$ cat src/rtl/fifo_wr_packer_if.sv
// Byte-in / word-out handshake bundle between an upstream byte source, the packer and a FIFO write port.
// Latency: none, this is a wiring bundle only.
// Backpressure: in_ready flows back to the source; fifo_full flows back from the FIFO.
interface fifo_wr_packer_if #(
  parameter int IN_WIDTH = 8
);
  logic [IN_WIDTH-1:0]   in_data;
  logic                  in_valid;
  logic                  in_last;
  logic                  in_ready;
  logic                  fifo_full;
  logic [2*IN_WIDTH-1:0] din_a;
  logic                  wen_a;
  logic                  busy;

  // Environment side: supplies bytes and the FIFO full flag.
  modport master (
    output in_data, in_valid, in_last, fifo_full,
    input  in_ready, din_a, wen_a, busy
  );

  // Packer side.
  modport slave (
    input  in_data, in_valid, in_last, fifo_full,
    output in_ready, din_a, wen_a, busy
  );
endinterface

$ cat src/rtl/fifo_wr_packer.sv
// Packs pairs of bytes (low byte first) into 2-byte FIFO write words; odd frame tails get PAD_VALUE on top.
// Latency: wen_a rises 1 clk_a cycle after the completing byte is accepted; sustains 1 word per 2 cycles.
// Backpressure: a pending word holds din_a/wen_a while fifo_full; in_ready drops only while the word is stuck.
// Optional statistics: define FIFO_WR_PACKER_STATS_EN to add the 16-bit saturating word_count output.
module fifo_wr_packer #(
  parameter int                  IN_WIDTH  = 8,
  parameter logic [IN_WIDTH-1:0] PAD_VALUE = 8'h00
) (
  input  logic              clk_a,
  input  logic              rst,
  fifo_wr_packer_if.slave   bus
`ifdef FIFO_WR_PACKER_STATS_EN
  ,
  output logic [15:0]       word_count
`endif
);

  localparam int OUT_WIDTH = 2 * IN_WIDTH;

  // LOW: nothing held, HIGH: low byte held, WRITE: full word presented to the FIFO.
  typedef enum logic [1:0] {
    ST_LOW   = 2'd0,
    ST_HIGH  = 2'd1,
    ST_WRITE = 2'd2
  } state_t;

  state_t               r_state;
  logic [OUT_WIDTH-1:0] r_din;
  logic                 r_wen;
  logic                 r_busy;

  logic w_wr_acc;
  logic w_in_rdy;
  logic w_in_acc;

  // A write completes on an edge where the request is up and the FIFO is not full.
  assign w_wr_acc = r_wen & ~bus.fifo_full;

  // While a word is pending, a byte may only enter on the same edge the word leaves,
  // so in WRITE an accepted byte always implies an accepted write.
  assign w_in_rdy = (r_state != ST_WRITE) | w_wr_acc;
  assign w_in_acc = bus.in_valid & w_in_rdy;

  assign bus.in_ready = w_in_rdy;
  assign bus.din_a    = r_din;
  assign bus.wen_a    = r_wen;
  assign bus.busy     = r_busy;

  // Packing FSM: state, word register, write request and busy all update together.
  always_ff @(posedge clk_a) begin
    if (rst) begin
      r_state <= ST_LOW;
      r_din   <= '0;
      r_wen   <= 1'b0;
      r_busy  <= 1'b0;
    end else if (w_in_acc && (r_state == ST_HIGH)) begin
      // Second byte completes the word; in_last has nothing more to do here.
      r_din[OUT_WIDTH-1:IN_WIDTH] <= bus.in_data;
      r_state                     <= ST_WRITE;
      r_wen                       <= 1'b1;
      r_busy                      <= 1'b1;
    end else if (w_in_acc) begin
      // First byte of a word, arriving in LOW or back-to-back as the previous word leaves WRITE.
      r_din[IN_WIDTH-1:0] <= bus.in_data;
      r_busy              <= 1'b1;
      if (bus.in_last) begin
        r_din[OUT_WIDTH-1:IN_WIDTH] <= PAD_VALUE;
        r_state                     <= ST_WRITE;
        r_wen                       <= 1'b1;
      end else begin
        r_state <= ST_HIGH;
        r_wen   <= 1'b0;
      end
    end else if (w_wr_acc) begin
      // Word drained with no new byte behind it.
      r_state <= ST_LOW;
      r_wen   <= 1'b0;
      r_busy  <= 1'b0;
    end
  end

`ifdef FIFO_WR_PACKER_STATS_EN
  logic [15:0] r_word_count;

  // Count completed FIFO writes, sticking at all-ones rather than wrapping.
  always_ff @(posedge clk_a) begin
    if (rst) begin
      r_word_count <= 16'h0000;
    end else if (w_wr_acc && (r_word_count != 16'hFFFF)) begin
      r_word_count <= r_word_count + 16'h0001;
    end
  end

  assign word_count = r_word_count;
`else
  // No statistics port or counter in this build.
`endif

endmodule

$ cat src/flat_wrapper.sv
// flat-port wrapper written by rule: the top's interface ports become plain ports
module fifo_wr_packer_flat 
#(
  parameter int                  IN_WIDTH  = 8,
  parameter logic [IN_WIDTH-1:0] PAD_VALUE = 8'h00
)
  (clk_a, rst, bus_in_data, bus_in_valid, bus_in_last, bus_fifo_full, bus_in_ready, bus_din_a, bus_wen_a, bus_busy);
  fifo_wr_packer_if #(.IN_WIDTH(IN_WIDTH)) bus_i ();
  input  logic clk_a;
  input  logic rst;
  input wire logic [$bits(bus_i.in_data)-1:0] bus_in_data;
  input wire logic [$bits(bus_i.in_valid)-1:0] bus_in_valid;
  input wire logic [$bits(bus_i.in_last)-1:0] bus_in_last;
  input wire logic [$bits(bus_i.fifo_full)-1:0] bus_fifo_full;
  output wire logic [$bits(bus_i.in_ready)-1:0] bus_in_ready;
  output wire logic [$bits(bus_i.din_a)-1:0] bus_din_a;
  output wire logic [$bits(bus_i.wen_a)-1:0] bus_wen_a;
  output wire logic [$bits(bus_i.busy)-1:0] bus_busy;
  assign bus_i.in_data = bus_in_data;
  assign bus_i.in_valid = bus_in_valid;
  assign bus_i.in_last = bus_in_last;
  assign bus_i.fifo_full = bus_fifo_full;
  assign bus_in_ready = bus_i.in_ready;
  assign bus_din_a = bus_i.din_a;
  assign bus_wen_a = bus_i.wen_a;
  assign bus_busy = bus_i.busy;
  fifo_wr_packer #(.IN_WIDTH(IN_WIDTH), .PAD_VALUE(PAD_VALUE)) u_core (.clk_a(clk_a), .rst(rst), .bus(bus_i));
endmodule
$ cat config.mk
export PLATFORM = sky130hd
export DESIGN_NAME = fifo_wr_packer_flat
export DESIGN_NICKNAME = d
export VERILOG_FILES = /design/src/rtl/fifo_wr_packer_if.sv /design/src/rtl/fifo_wr_packer.sv /design/src/flat_wrapper.sv
export SDC_FILE = /design/constraint.sdc
export NUM_CORES = 1
export LEC_CHECK = 0
export CORE_MARGIN = 2
export CORE_UTILIZATION = 33
export CTS_BUF_LIST = sky130_fd_sc_hd__clkbuf_2
export DETAILED_ROUTE_END_ITERATION = 16
export GPL_TIMING_DRIVEN = 0
export MAX_ROUTING_LAYER = met4
export PLACE_DENSITY_LB_ADDON = 0.08
export SLEW_MARGIN = 20
export SYNTH_ARGS = -nofsm -noshare
export SYNTH_HDL_FRONTEND = slang
export SYNTH_SLANG_ARGS = --single-unit
$ cat constraint.sdc
create_clock -name clk_a -period 2.6 [get_ports clk_a]
set_input_delay 0.52 -clock clk_a [delete_from_list [all_inputs] [get_ports clk_a]]
set_output_delay 0.52 -clock clk_a [all_outputs]
set_load 0.02 [all_outputs]
==> results.yml <==
critical_path:
  endpoint_kind: "output pin"
  cp_common_cell: "clkdlybuf4s50_1"
  crit_type: "in2out"
  worstPathArrival_ns: 1.88
  crit_slowest_cell: "clkdlybuf4s50_1"
  worstPathMaxFanout: 3
  start_kind: "input port"
  cp_slowest_stage_delay_ns: 0.59
  worst_ep_required_time_ns: 2.08
  crit_chain: "clkdlybuf4s50_1 > and3b_4 > inv_1 > clkdlybuf4s50_1"
sta:
  worst_pin_slew_ns: 0.329
  slew_viol_final: 0
  setup_tns_ns: 0
  hold_ws_ns: 0.485
  min_period_ns: 2.40
  hold_violations: 0
  fin_crit_sh_pct: 92.3
  fmax_mhz: 416
  setup_viol: 0
  relSlewSlack_pct: 78.0
  rsz0062_at_grt: "false"
  fin_skew_ns: 0.00738
floorplan:
  core_area_mm2: 0.00278
  rows: 19
  fp.dieH_um: 58.5
  start_util_pct: 35.2
  pin_count: 32
  die_w_um: 58.5
  dieArea_mm2: 0.00342
clock_network:
  cts-root-buf: "clkbuf_2"
  cts_resized: 0
  clock_latency_ns: 0.30
  numClockSinks: 19
  postCtsHoldBufs: 0
  postCtsSetupBuffers: 0
  clockBufferDepth: 2
  h-tree-depth: 1
  numCtsBuffers: 3
  cts_tree: "yes"
  clk_pin_slew_ns: 0.19
global_route:
  overflow: 0
  grt_pass1_wl_mm: 3.55
  grt_pass1_vias: 781
  antenna_found_initial: 0
  grt_max_degree: 11
  grt_use_total_pct: 14.1
pwr:
  ir_drop_mv: 0.233
  leakagePower_nw: 0.528
  power.density_mw_per_mm2: 448
yosys:
  yosys.area.top_type_share_pct: 38.9
  yosys.area.top_type: "dfxtp_1"
  synth_seq_cells: 19
  ys_top_cells_by_area: "dfxtp_1 (39%), nand2b_1 (10%), and4b_1 (8.2%)"
  synth_nets: 112
  syn_area_um2: 978
  ys_types: 25
  synth.avg_cell_area_um2: 9.88
  syn_inst: 99
  yosys_warnings: 0
  seq_area_frac_synth_pct: 38.9
detailed_routing:
  drt_iter0_drc: 2
  dr_total_vias: 807
  avgRoutedWirePerCell_um: 12.9
  vias_per_cell: 4.89
  detail-route-antenna-nets: 0
  totalWireLength_mm: 2.12
  firstDrtPassIters: 3
  post-route-drc-count: 0
layout:
  diodes: 0
  fillers: 280
  nNetsFinal: 148
  drive_above_1_share_pct: 12.7
  areaGrowthSynthToFinish_pct: 37.7
placed_design:
  port_buffers: 31
  place_congestion: 0.860
  place_hpwl_mm: 1.64
min_path:
  hp-class: "reg2reg"
run:
  maxCapViolCount: 0
outcome:
  status: "complete, no violations"
-- report_power, final --
group / switching [mW] / internal [mW] / leakage [nW]
sequential: 0.00914 / 0.307 / 0.155
combinational: 0.0717 / 0.0831 / 0.356
clock: 0.0919 / 0.0408 / 0.0166
-- state kept, by name, summed over array words and instances (netlist names) --
name	count
u_core.bus.busy	1
u_core.bus.din_a	16
u_core.r_state	2
-- layer usage --
| metal | track usage, % | part of all wire, % | wire [um] |
|---|---|---|---|
| met4 | 6.98 | 0.66 | 14 |
| met2 | 21.7 | 47 | 993 |
| met3 | 1.98 | 4.9 | 104 |
| met1 | 18.0 | 48 | 1010 |
| met5 | - | 0 | 0 |
-- through the flow --
step,setup WS [ns],power (mW),instances,utilization [%],instance area (um^2)
after floorplan,1.25,0.413,99,-,978
after global placement,0.202,0.477,161,47.7,1330
after detailed placement,0.204,0.478,161,47.7,1330
after CTS,0.195,0.613,165,48.4,1350
after global routing,0.152,0.645,165,48.4,1350
final,0.199,0.604,165,48.4,1350
-- final cells by class --
cell class | instances | area, um^2 | share of cell area, %
clock buffer | 4 | 20.0 | 1.49
buffer | 8 | 52.6 | 3.90
sequential | 19 | 380 | 28.2
inverter | 1 | 3.75 | 0.279
tap | 31 | 38.8 | 2.88
multi-input combinational | 71 | 542 | 40.2
timing repair buffer | 31 | 310 | 23.0
-- cell usage after synthesis (all sizes together) --
cell type / instances
dfxtp: 19
nand2b: 16
nor2: 9
nor3b: 9
a211oi: 8
and4b: 8
mux2i: 8
buf: 6
a21o: 3
a21oi: 2
and2b: 2
clkbuf: 2
and3: 1
and3b: 1
inv: 1
nand2: 1
nor2b: 1
o21a: 1
o21ai: 1
-- logic make-up (layout without fill, tap and decap cells) --
kind of cell           Yosys count  in the layout  synth area share, %
muxes                            8              8                 8.18
buffers and inverters            9             44                 5.75
DFF                             19             19                 38.9
and+or+nand+nor                 48             48                 35.2
AOI/OAI and AO/OA               15             15                 12.0
-- critical path: cells and delay by family --
family	cells	cell delay [ns]
buffers and inverters	3	1.12
and+or+nand+nor	1	0.24
-- placed cells by master (no fill, tap or decap) --
master	count
nor3b_2	2
nor2_1	9
clkbuf_2	4
dfxtp_1	19
and2b_1	1
mux2i_1	8
buf_6	2
a211oi_1	7
nor3b_1	7
o21a_1	1
and3_1	1
a21oi_1	2
clkdlybuf4s50_1	31
a211oi_2	1
o21ai_0	1
and3b_4	1
buf_4	1
a21o_4	1
and4b_1	8
nand2_4	1
and2b_2	1
nor2b_1	1
clkbuf_1	2
buf_2	3
a21o_1	2
inv_1	1
nand2b_1	16
-- final timing paths --
check                      start                  end  slack (ns)  cells past startpoint
max                bus_fifo_full         bus_in_ready        0.20                      4
max reg2reg    u_core.r_state[1]  u_core.bus.din_a[5]        1.33                      4
min          u_core.bus.din_a[3]  u_core.bus.din_a[3]        0.49                      2
min reg2reg  u_core.bus.din_a[3]  u_core.bus.din_a[3]        0.49                      2
(Power assumes the default switching activity.)
